`src/rtl/ccl_scan_sequencer.sv`:
```
// Frame-buffer sequencer for connected-component labeling: captures a masked frame into the
// mask BRAM, then raster-scans it with W/NW/N/NE read addresses and a latency-aligned pixel
// stream. Optional capture watchdog enabled by defining CCL_CAPTURE_TIMEOUT_EN.
module ccl_scan_sequencer #(
  parameter int unsigned WIDTH      = 320,
  parameter int unsigned HEIGHT     = 180,
  parameter int unsigned RD_LATENCY = 2,
`ifdef CCL_CAPTURE_TIMEOUT_EN
  parameter int unsigned TIMEOUT_CYCLES = 1000000,
`endif
  localparam int unsigned AW = $clog2(WIDTH * HEIGHT)
) (
  input  logic          clk_in,
  input  logic          rst_in,
  input  logic          new_frame_in,
  input  logic          valid_in,
  input  logic [10:0]   x_in,
  input  logic [9:0]    y_in,
  input  logic          mask_in,
  output logic          wr_en_out,
  output logic [AW-1:0] wr_addr_out,
  output logic          wr_data_out,
  output logic          rd_en_out,
  output logic [AW-1:0] cur_addr_out,
  output logic [AW-1:0] w_addr_out,
  output logic [AW-1:0] nw_addr_out,
  output logic [AW-1:0] n_addr_out,
  output logic [AW-1:0] ne_addr_out,
  input  logic          ready_in,
  output logic          pix_valid_out,
  output logic [10:0]   pix_x_out,
  output logic [9:0]    pix_y_out,
  output logic [3:0]    nbr_exists_out,
  output logic          last_out,
  output logic          busy_out,
  output logic          frame_done_out,
  output logic          overrun_out
`ifdef CCL_CAPTURE_TIMEOUT_EN
  ,
  output logic          timeout_out
`endif
);

  localparam int unsigned XW = 11;
  localparam int unsigned YW = 10;

  typedef enum logic [2:0] {IDLE, CAPTURE, SCAN, DRAIN, DONE} state_e;

  typedef struct packed {
    logic          valid;
    logic [XW-1:0] x;
    logic [YW-1:0] y;
    logic [3:0]    exists;
    logic          last;
  } tag_t;

  state_e        state_q, state_d;
  logic [XW-1:0] x_q, x_d;
  logic [YW-1:0] y_q, y_d;
  logic [AW-1:0] cur_q, cur_d;
  tag_t          pipe_q [RD_LATENCY];
  tag_t          push_tag;
  tag_t          tail;
  logic          wr_en_q, wr_en_d;
  logic [AW-1:0] wr_addr_q, wr_addr_d;
  logic          wr_data_q, wr_data_d;
  logic          busy_q, frame_done_q, overrun_q;
  logic          in_range, wr_fire, last_in_pix, x_edge, scan_last, scanning;
  logic          rd_en, tail_take, timeout_hit;
  logic [3:0]    exists;

  assign tail        = pipe_q[RD_LATENCY-1];
  assign in_range    = (x_in < XW'(WIDTH)) && (y_in < YW'(HEIGHT));
  assign last_in_pix = (x_in == XW'(WIDTH - 1)) && (y_in == YW'(HEIGHT - 1));
  assign x_edge      = (x_q == XW'(WIDTH - 1));
  assign scan_last   = x_edge && (y_q == YW'(HEIGHT - 1));
  assign scanning    = (state_q == SCAN);
  // {w, nw, n, ne} inside-frame flags for the counter pixel
  assign exists      = {x_q != '0, (x_q != '0) && (y_q != '0), y_q != '0, (y_q != '0) && !x_edge};
  // BRAM enable doubles as pipeline advance so read data and tags stay aligned under stall
  assign rd_en       = ((state_q == SCAN) || (state_q == DRAIN)) && (ready_in || !tail.valid);
  assign tail_take   = tail.valid && ready_in;
  assign wr_fire     = (state_q == CAPTURE) && valid_in && in_range && !timeout_hit;

`ifdef CCL_CAPTURE_TIMEOUT_EN
  localparam int unsigned TW = $clog2(TIMEOUT_CYCLES + 1);
  logic [TW-1:0] to_cnt_q, to_cnt_d;
  logic          timeout_q, timeout_d;

  assign timeout_hit = (state_q == CAPTURE) && (to_cnt_q == TW'(TIMEOUT_CYCLES));

  // Cycles since the last pixel strobe (or since the start-of-frame strobe)
  always_comb begin
    to_cnt_d = to_cnt_q;
    if (state_q == IDLE) begin
      to_cnt_d = TW'(1);
    end else if (state_q == CAPTURE) begin
      to_cnt_d = valid_in ? TW'(1) : to_cnt_q + TW'(1);
    end
    timeout_d = (state_d == CAPTURE) && (to_cnt_d == TW'(TIMEOUT_CYCLES));
  end

  always_ff @(posedge clk_in or posedge rst_in) begin
    if (rst_in) begin
      to_cnt_q  <= '0;
      timeout_q <= 1'b0;
    end else begin
      to_cnt_q  <= to_cnt_d;
      timeout_q <= timeout_d;
    end
  end

  assign timeout_out = timeout_q;
`else
  assign timeout_hit = 1'b0;
`endif

  always_comb begin
    state_d   = state_q;
    x_d       = x_q;
    y_d       = y_q;
    cur_d     = cur_q;
    wr_en_d   = 1'b0;
    wr_addr_d = wr_addr_q;
    wr_data_d = wr_data_q;
    push_tag  = '0;
    case (state_q)
      IDLE: begin
        if (new_frame_in) state_d = CAPTURE;
      end
      CAPTURE: begin
        if (timeout_hit) begin
          state_d = IDLE;
        end else if (wr_fire) begin
          wr_en_d   = 1'b1;
          wr_addr_d = AW'(y_in) * AW'(WIDTH) + AW'(x_in);
          wr_data_d = mask_in;
          if (last_in_pix) begin
            state_d = SCAN;
            x_d     = '0;
            y_d     = '0;
            cur_d   = '0;
          end
        end
      end
      SCAN: begin
        if (rd_en) begin
          push_tag.valid  = 1'b1;
          push_tag.x      = x_q;
          push_tag.y      = y_q;
          push_tag.exists = exists;
          push_tag.last   = scan_last;
          if (scan_last) begin
            state_d = DRAIN;
            x_d     = '0;
            y_d     = '0;
            cur_d   = '0;
          end else begin
            cur_d = cur_q + AW'(1);
            if (x_edge) begin
              x_d = '0;
              y_d = y_q + YW'(1);
            end else begin
              x_d = x_q + XW'(1);
            end
          end
        end
      end
      DRAIN: begin
        if (tail_take && tail.last) state_d = DONE;
      end
      DONE: begin
        state_d = IDLE;
      end
      default: begin
        state_d = IDLE;
      end
    endcase
  end

  always_ff @(posedge clk_in or posedge rst_in) begin
    if (rst_in) begin
      state_q      <= IDLE;
      x_q          <= '0;
      y_q          <= '0;
      cur_q        <= '0;
      wr_en_q      <= 1'b0;
      wr_addr_q    <= '0;
      wr_data_q    <= 1'b0;
      busy_q       <= 1'b0;
      frame_done_q <= 1'b0;
      overrun_q    <= 1'b0;
      for (int i = 0; i < RD_LATENCY; i++) pipe_q[i] <= '0;
    end else begin
      state_q      <= state_d;
      x_q          <= x_d;
      y_q          <= y_d;
      cur_q        <= cur_d;
      wr_en_q      <= wr_en_d;
      wr_addr_q    <= wr_addr_d;
      wr_data_q    <= wr_data_d;
      busy_q       <= (state_d != IDLE);
      frame_done_q <= (state_d == DONE);
      overrun_q    <= new_frame_in && (state_q != IDLE);
      if (rd_en) begin
        pipe_q[0] <= push_tag;
        for (int i = 1; i < RD_LATENCY; i++) pipe_q[i] <= pipe_q[i-1];
      end
    end
  end

  assign wr_en_out      = wr_en_q;
  assign wr_addr_out    = wr_addr_q;
  assign wr_data_out    = wr_data_q;
  assign rd_en_out      = rd_en;
  // Out-of-frame neighbours read address 0; their exists flag masks the data downstream
  assign cur_addr_out   = scanning ? cur_q : '0;
  assign w_addr_out     = (scanning && exists[3]) ? cur_q - AW'(1) : '0;
  assign nw_addr_out    = (scanning && exists[2]) ? cur_q - AW'(WIDTH + 1) : '0;
  assign n_addr_out     = (scanning && exists[1]) ? cur_q - AW'(WIDTH) : '0;
  assign ne_addr_out    = (scanning && exists[0]) ? cur_q - AW'(WIDTH - 1) : '0;
  assign pix_valid_out  = tail.valid;
  assign pix_x_out      = tail.x;
  assign pix_y_out      = tail.y;
  assign nbr_exists_out = tail.exists;
  assign last_out       = tail.last;
  assign busy_out       = busy_q;
  assign frame_done_out = frame_done_q;
  assign overrun_out    = overrun_q;

endmodule

```
`config.mk`:
```
export PLATFORM = sky130hd
export DESIGN_NAME = ccl_scan_sequencer
export DESIGN_NICKNAME = d
export VERILOG_FILES = /design/src/rtl/ccl_scan_sequencer.sv
export SDC_FILE = /design/constraint.sdc
export NUM_CORES = 1
export LEC_CHECK = 0
export ABC_AREA = 1
export CORE_ASPECT_RATIO = 0.7
export CORE_MARGIN = 5
export CORE_UTILIZATION = 39
export DETAILED_ROUTE_END_ITERATION = 10
export GPL_ROUTABILITY_DRIVEN = 1
export PLACE_DENSITY = 0.66
export SLEW_MARGIN = 40
export SYNTH_ARGS = -nofsm -noshare
export SYNTH_HDL_FRONTEND = slang
export SYNTH_SLANG_ARGS = --single-unit
export TNS_END_PERCENT = 1
```
`constraint.sdc`:
```
create_clock -name clk_in -period 3.5 [get_ports clk_in]
set_input_delay 0.525 -clock clk_in [delete_from_list [all_inputs] [get_ports clk_in]]
set_output_delay 0.525 -clock clk_in [all_outputs]
set_load 0.01 [all_outputs]
```
==> run summary, run 1 <==
Status: finished clean
Initial Util: 40.0%
Slew @ Worst Pin: 0.606 ns
Worst hold path type: primary input to asynchronous set/reset pin
Most frequent cells in the layout: nand2_1, clkdlybuf4s50_1, nor2_1
CP max-delay cell: clkdlybuf4s50_1
R2r startpoint: state_q[1]
Clock skew: 0.00970 ns
Area fraction in compound gates after synthesis: 9.55%
Clk pwr share: 40.2%
Post-Syn Instances: 1080
WP data arrival: 2.86 ns
Most common cell after layout, fill and taps aside: nand2_1
Top delay family on crit path: buffers and inverters
Final worst setup slack: 0.119 ns
Cell variety after synth: 41
Crit Path Class: flop to output pin
Post-Layout Cell Count: 1491
Pwr Density: 459 nW/um^2
Crit-path cells: inv_1, ha_1, nand3_1, nor3_1, nand2_1, nand2_2, nor2_4, clkinvlp_4, buf_4, nor2_1, clkdlybuf4s50_1
Grt total ovfl: 0
Sequential area share after synthesis: 37.9%
CTS max path bufs: 2
Final wirelength: 22800 um
Post-CTS Hold Buffers: 0
CTS Sinks: 115
Hold Violations, Final: 0
Final Cell Area: 9980 um^2
Place WS: 0.123 ns
Req. time, crit path: 2.97 ns
Largest net degree at the start of global routing: 70
DPL Wire Length: 16900 um
Synthesized flop and latch total: 115
Period utilisation layout: 96.6%
Slew Limit Fails: 0
Skew-Pair Late Insertion Delay: 0.42 ns
Post-synthesis mux area share: 0%
Post-Synth Adder-Cell Area: 4.97%
First drt pass iteration count: 5
Synth Area in Simple Gates: 32.5%
Area of the mapped netlist: 7600 um^2
Count of warnings emitted by yosys: 0
Die area: 22400 um^2
Area share of the largest cell type after synthesis: 37.9%
CP max FO: 7
Number of global-route vias before repair: 6980
Initial antenna violation count: 0
Max-Cap Viols: 0
Synth area leader: dfrtp_1
Ant. Diodes: 0
Synth area leaders: dfrtp_1, nand2_1, nor2_1
Gp weighted congestion: 0.924
Total GRT Usage: 20.2%
Die X: 177 um
Slowest Stage Delay on Critical Path: 0.55 ns
Placed instance count: 1457
Buf+Inv Stages, Crit Path: 4
Setup crit start kind: flop
Seq pwr share: 34.3%
1st-iter DRT viols: 744
R2R cell count: 10
DP Area: 9290 um^2
R2r setup slk: 1.09 ns
Layout cells sized above 1: 7.74%
Largest family of logic cells by synthesized area: simple AND/OR/NAND/NOR gates
RSZ-0062 raised after global routing: true
DR DRC count: 0
Post-route ant nets: 0
Final Critical Period: 3.38 ns
Number of core rows: 42
Final #Nets: 1270
Root Driver: clkbuf_16
Max VDD drop: 0.318 mV
Final Setup Violations: 0
Reg2reg end: cur_q[10]
Vias: 7485
Boundary Pins: 156
Port bufs: 155
H-tree depth: 4
Core Box Area: 19000 um^2
Gate power share: 25.6%
Sw frac: 31.4%
Synth-to-Final Area Change: 31.4%
Psw: 1.44 mW
Inserted Clock Buffers: 17
Mean Syn Cell Area: 7.04 um^2
Achievable Freq: 296 MHz
Leakage: 4.70 nW
Vias/cell: 5.02
Die Ht: 127 um
Clock-pin transition on the worst setup and hold timing paths: 0.06 ns
Routed len/inst: 15.3 um
Syn nets: 1136
CP Capture Type: output pin
Slew margin rel.: 59.6%
CTS tree: built
Xor and xnor fraction of the mapped netlist area: 3.57%
First-pass GRT wire length: 37000 um
Int Power: 3.15 mW
==> stage by stage <==
stage	power [mW]	hold WS [ns]	TNS, ns	util (%)
detailed placement	2.76	0.460	0	48.8
global placement	2.75	0.453	0	48.8
floorplan	2.27	0.442	0	-
finish	4.59	0.422	0	52.5
CTS	4.62	0.418	0	52.1
global route	4.82	0.451	-0.176	52.5
==> cells by family after synthesis <==
kind of cell             Yosys count
buffers and inverters            196
adder cells (fa/ha/maj)           29
flip-flops                       115
XOR/XNOR                          31
AO/OA/AOI/OAI                    136
AND/OR/NAND/NOR                  573
==> power groups by stage <==
| stage | registers [mW] | clock network, mW | logic (mW) |
|---|---|---|---|
| finish | 1.57 | 1.84 | 1.17 |
| global route | 1.59 | 1.93 | 1.30 |
| detailed placement | 1.59 | 0 | 1.17 |
| global placement | 1.59 | 0 | 1.17 |
| CTS | 1.57 | 1.88 | 1.18 |
| floorplan | 1.62 | 0 | 0.644 |
==> cells in the mapped netlist, drive strengths merged <==
master and instances:
nor3 42, a211oi 4, dfrtp 115, inv 131
nor3b 2, nand4 25, nand3b 4, a21oi 25
nor2 150, a31oi 3, xnor2 2, o31ai 1
a21boi 1, clkbuf 18, o21bai 1, and3 1
xor2 29, nand2 289, clkinv 4, ha 27
buf 43, and2 1, nor4 3, fa 2
o21ai 82, nand3 56, o22ai 19
==> worst max path at each step <==
| stage | startpoint | to | slack [ns] | cells past startpoint |
|---|---|---|---|---|
| floorplan | y_in[1] | wr_addr_out[13] | 0.88 | 12 |
| global placement | y_in[1] | wr_addr_out[15] | 0.22 | 15 |
| detailed placement | y_in[1] | wr_addr_out[13] | 0.12 | 13 |
| CTS | x_q[0] | w_addr_out[1] | 0.01 | 8 |
| global route | y_q[0] | nw_addr_out[11] | -0.05 | 11 |
| finish | y_q[0] | nw_addr_out[15] | 0.12 | 11 |
==> state kept, by name (all words and copies together) (netlist names), 3 cells and up <==
register	count
x_q	11
state_q	3
wr_addr_out	16
pix_y_out	10
nbr_exists_out	4
cur_q	16
y_q	10
pix_x_out	11
pipe_q	27
==> metal layers <==
layer  global-route usage, %  share of wire [%]
met2                    29.1                 42
met1                    31.0                 49
met3                    5.18                7.8
met4                    3.18               0.75
met5                       0                  0
==> layout make-up <==
type                    count  area, um^2
clock buffers              19         453
repair buffers            176        1750
inverters                 135         515
flip-flops and latches    115        2880
multi-input cells         769        3880
clock inverters            13         174
well taps                 264         330
fillers                  1856        9040
==> repair_timing <==
item / CTS / global route
buffers inserted: 0 / 2
pin swaps: 0 / 1
hold endpoints to repair: 0 / 0
resized for setup: 1 / 20
endpoints found under the setup margin: 2 / 36
No activity file was read; power rests on OpenSTA's default activity.
==> run 2, diff against run 1 <==
--- a/config.mk
+++ b/config.mk
@@ -11,7 +11,7 @@
 export CORE_UTILIZATION = 39
 export DETAILED_ROUTE_END_ITERATION = 10
 export GPL_ROUTABILITY_DRIVEN = 1
-export PLACE_DENSITY = 0.66
+export PLACE_DENSITY = 0.64
 export SLEW_MARGIN = 40
 export SYNTH_ARGS = -nofsm -noshare
 export SYNTH_HDL_FRONTEND = slang
==> constraint.sdc (replaced) <==
create_clock -name clk_in -period 3.2 [get_ports clk_in]
set_input_delay 0.48 -clock clk_in [delete_from_list [all_inputs] [get_ports clk_in]]
set_output_delay 0.48 -clock clk_in [all_outputs]
set_load 0.01 [all_outputs]
==> run 2 against run 1 <==
Against the previous run:
- worst setup slack got worse by 0.040 ns
- clock power barely moved
- sequential cell count did not move
- sequential share of layout area fell by 0.12 points
- global-route usage fell by 0.15 points
- sequential power rose by 9.6%
- largest cell class unchanged
- largest power group unchanged
- highest routed layer unchanged
==> run summary, run 2 (synthesis gave the netlist of run 1 again) <==
Status: finished clean
Max-Cap Viols: 0
Post-Route M1 WL: 11700 um
Post-route ant nets: 0
Met3 routed wirelength: 1440 um
Final TNS setup: 0 ns
Final wirelength: 22400 um
Routed len/inst: 15.0 um
Post-CTS Hold Buffers: 0
CP Capture Type: output pin
Initial antenna violation count: 0
WP data arrival: 2.64 ns
Slew @ Worst Pin: 0.623 ns
Int Power: 3.27 mW
Pwr Density: 483 nW/um^2
First-pass GRT wire length: 36600 um
DR DRC count: 0
Clock skew: 0.00734 ns
Highest routed layer: met4
Placed instance count: 1466
Final Critical Period: 3.12 ns
Most common cell after layout, fill and taps aside: nand2_1
Leakage: 4.82 nW
Port bufs: 155
Sw frac: 32.5%
Final worst setup slack: 0.0797 ns
Die X: 177 um
Max VDD drop: 0.283 mV
Number of global-route vias before repair: 6857
RSZ-0062 raised after global routing: true
Largest register FFs: 27
Vias/cell: 4.93
Fill cell count: 1882
Final Setup Violations: 0
Top reg by flops: pipe_q
Hold Violations, Final: 0
Psw: 1.58 mW
Setup crit start kind: flop
Seq pwr share: 35.4%
CTS Sinks: 115
Number of core rows: 42
DPL Wire Length: 16700 um
Crit Path Class: flop to output pin
Total Power: 4.85 mW
Vias: 7388
Slew margin rel.: 58.5%
Worst hold path type: flop to flop
Die area: 22400 um^2
Metal2 WL: 9160 um
Largest net degree at the start of global routing: 116
Skew-Pair Late Insertion Delay: 0.41 ns
Layout cells sized above 1: 9.15%
Achievable Freq: 320 MHz
Clk pwr share: 37.7%
Gate power share: 26.9%
H-tree depth: 4
CTS max path bufs: 2
Synth-to-Final Area Change: 32.0%
Clock-pin transition on the worst setup and hold timing paths: 0.06 ns
Req. time, crit path: 2.72 ns
1st-iter DRT viols: 643
Die Ht: 127 um
Most frequent cells in the layout: nand2_1, clkdlybuf4s50_1, nor2_1
Core Box Area: 19000 um^2
Slew Limit Fails: 0
Root Driver: clkbuf_16
CTS tree: built
Period utilisation layout: 97.5%
Initial Util: 40.0%
Gp weighted congestion: 0.899
Boundary Pins: 156
Ant. Diodes: 0
Inserted Clock Buffers: 17
Final #Nets: 1278
Hold_ws: 0.466 ns
Place WS: 0.0676 ns
CP max FO: 7
Total GRT Usage: 20.1%
First drt pass iteration count: 7
Post-Layout Cell Count: 1499
Grt total ovfl: 0
==> run 2: timing repair <==
| item | CTS | global route |
|---|---|---|
| gates cloned | 0 | 0 |
| pin swaps | 1 | 1 |
| hold endpoints to repair | 0 | 0 |
| resized for setup | 13 | 33 |
| setup buffers | 0 | 1 |
| setup endpoints to repair | 25 | 38 |
==> run 2: worst max-delay path, cell delays in order, from the launching register on <==
cell	delay, ns
dfrtp_2	0.44
inv_2	0.09
ha_1	0.23
nand2_1	0.10
nor2_2	0.06
nand2_2	0.12
nand2_1	0.08
o21ai_1	0.22
nor2_1	0.11
xor2_1	0.15
nor2_1	0.09
clkdlybuf4s50_1	0.54
==> run 2: metrics by stage <==
step	utilization (%)	instance area (um^2)
CTS	52.2	9930
global route	52.7	10000
finish	52.7	10000
floorplan	-	7600
global placement	49.1	9350
detailed placement	49.1	9350
==> run 2: final cells by class <==
type	instances	area [um^2]	area share [%]
timing repair buffer	184	1810	18.1
clock inverter	14	129	1.28
clock buffer	18	439	4.38
multi-input combinational	769	3920	39.0
inverter	135	520	5.19
tap	264	330	3.29
sequential	115	2880	28.7
==> run 2: power groups by stage <==
stage / clock network (mW) / registers, mW / logic [mW]
after floorplan: 0 / 1.77 / 0.705
after global placement: 0 / 1.74 / 1.29
after detailed placement: 0 / 1.74 / 1.29
after CTS: 1.87 / 1.72 / 1.30
after global routing: 1.95 / 1.74 / 1.44
final: 1.83 / 1.72 / 1.30
==> run 2: worst paths after layout <==
path / slack [ns] / endpoint / from / cells after the start
max: 0.08 / nw_addr_out[10] / cur_q[0] / 11
min: 0.47 / wr_addr_out[3] / wr_addr_out[3] / 2
max reg2reg: 0.77 / cur_q[12] / state_q[1] / 10
min reg2reg: 0.47 / wr_addr_out[3] / wr_addr_out[3] / 2
max in group asynchronous: 2.11 / cur_q[0] / rst_in / 3
min in group asynchronous: 0.60 / pix_y_out[4] / rst_in / 3
==> run 2: layer usage <==
| layer | GRT usage, % | vias up |
|---|---|---|
| met3 | 4.43 | 13 |
| met1 | 31.8 | 3411 |
| met4 | 3.59 | 0 |
| li1 | - | 3736 |
| met5 | 0 | - |
| met2 | 28.1 | 228 |
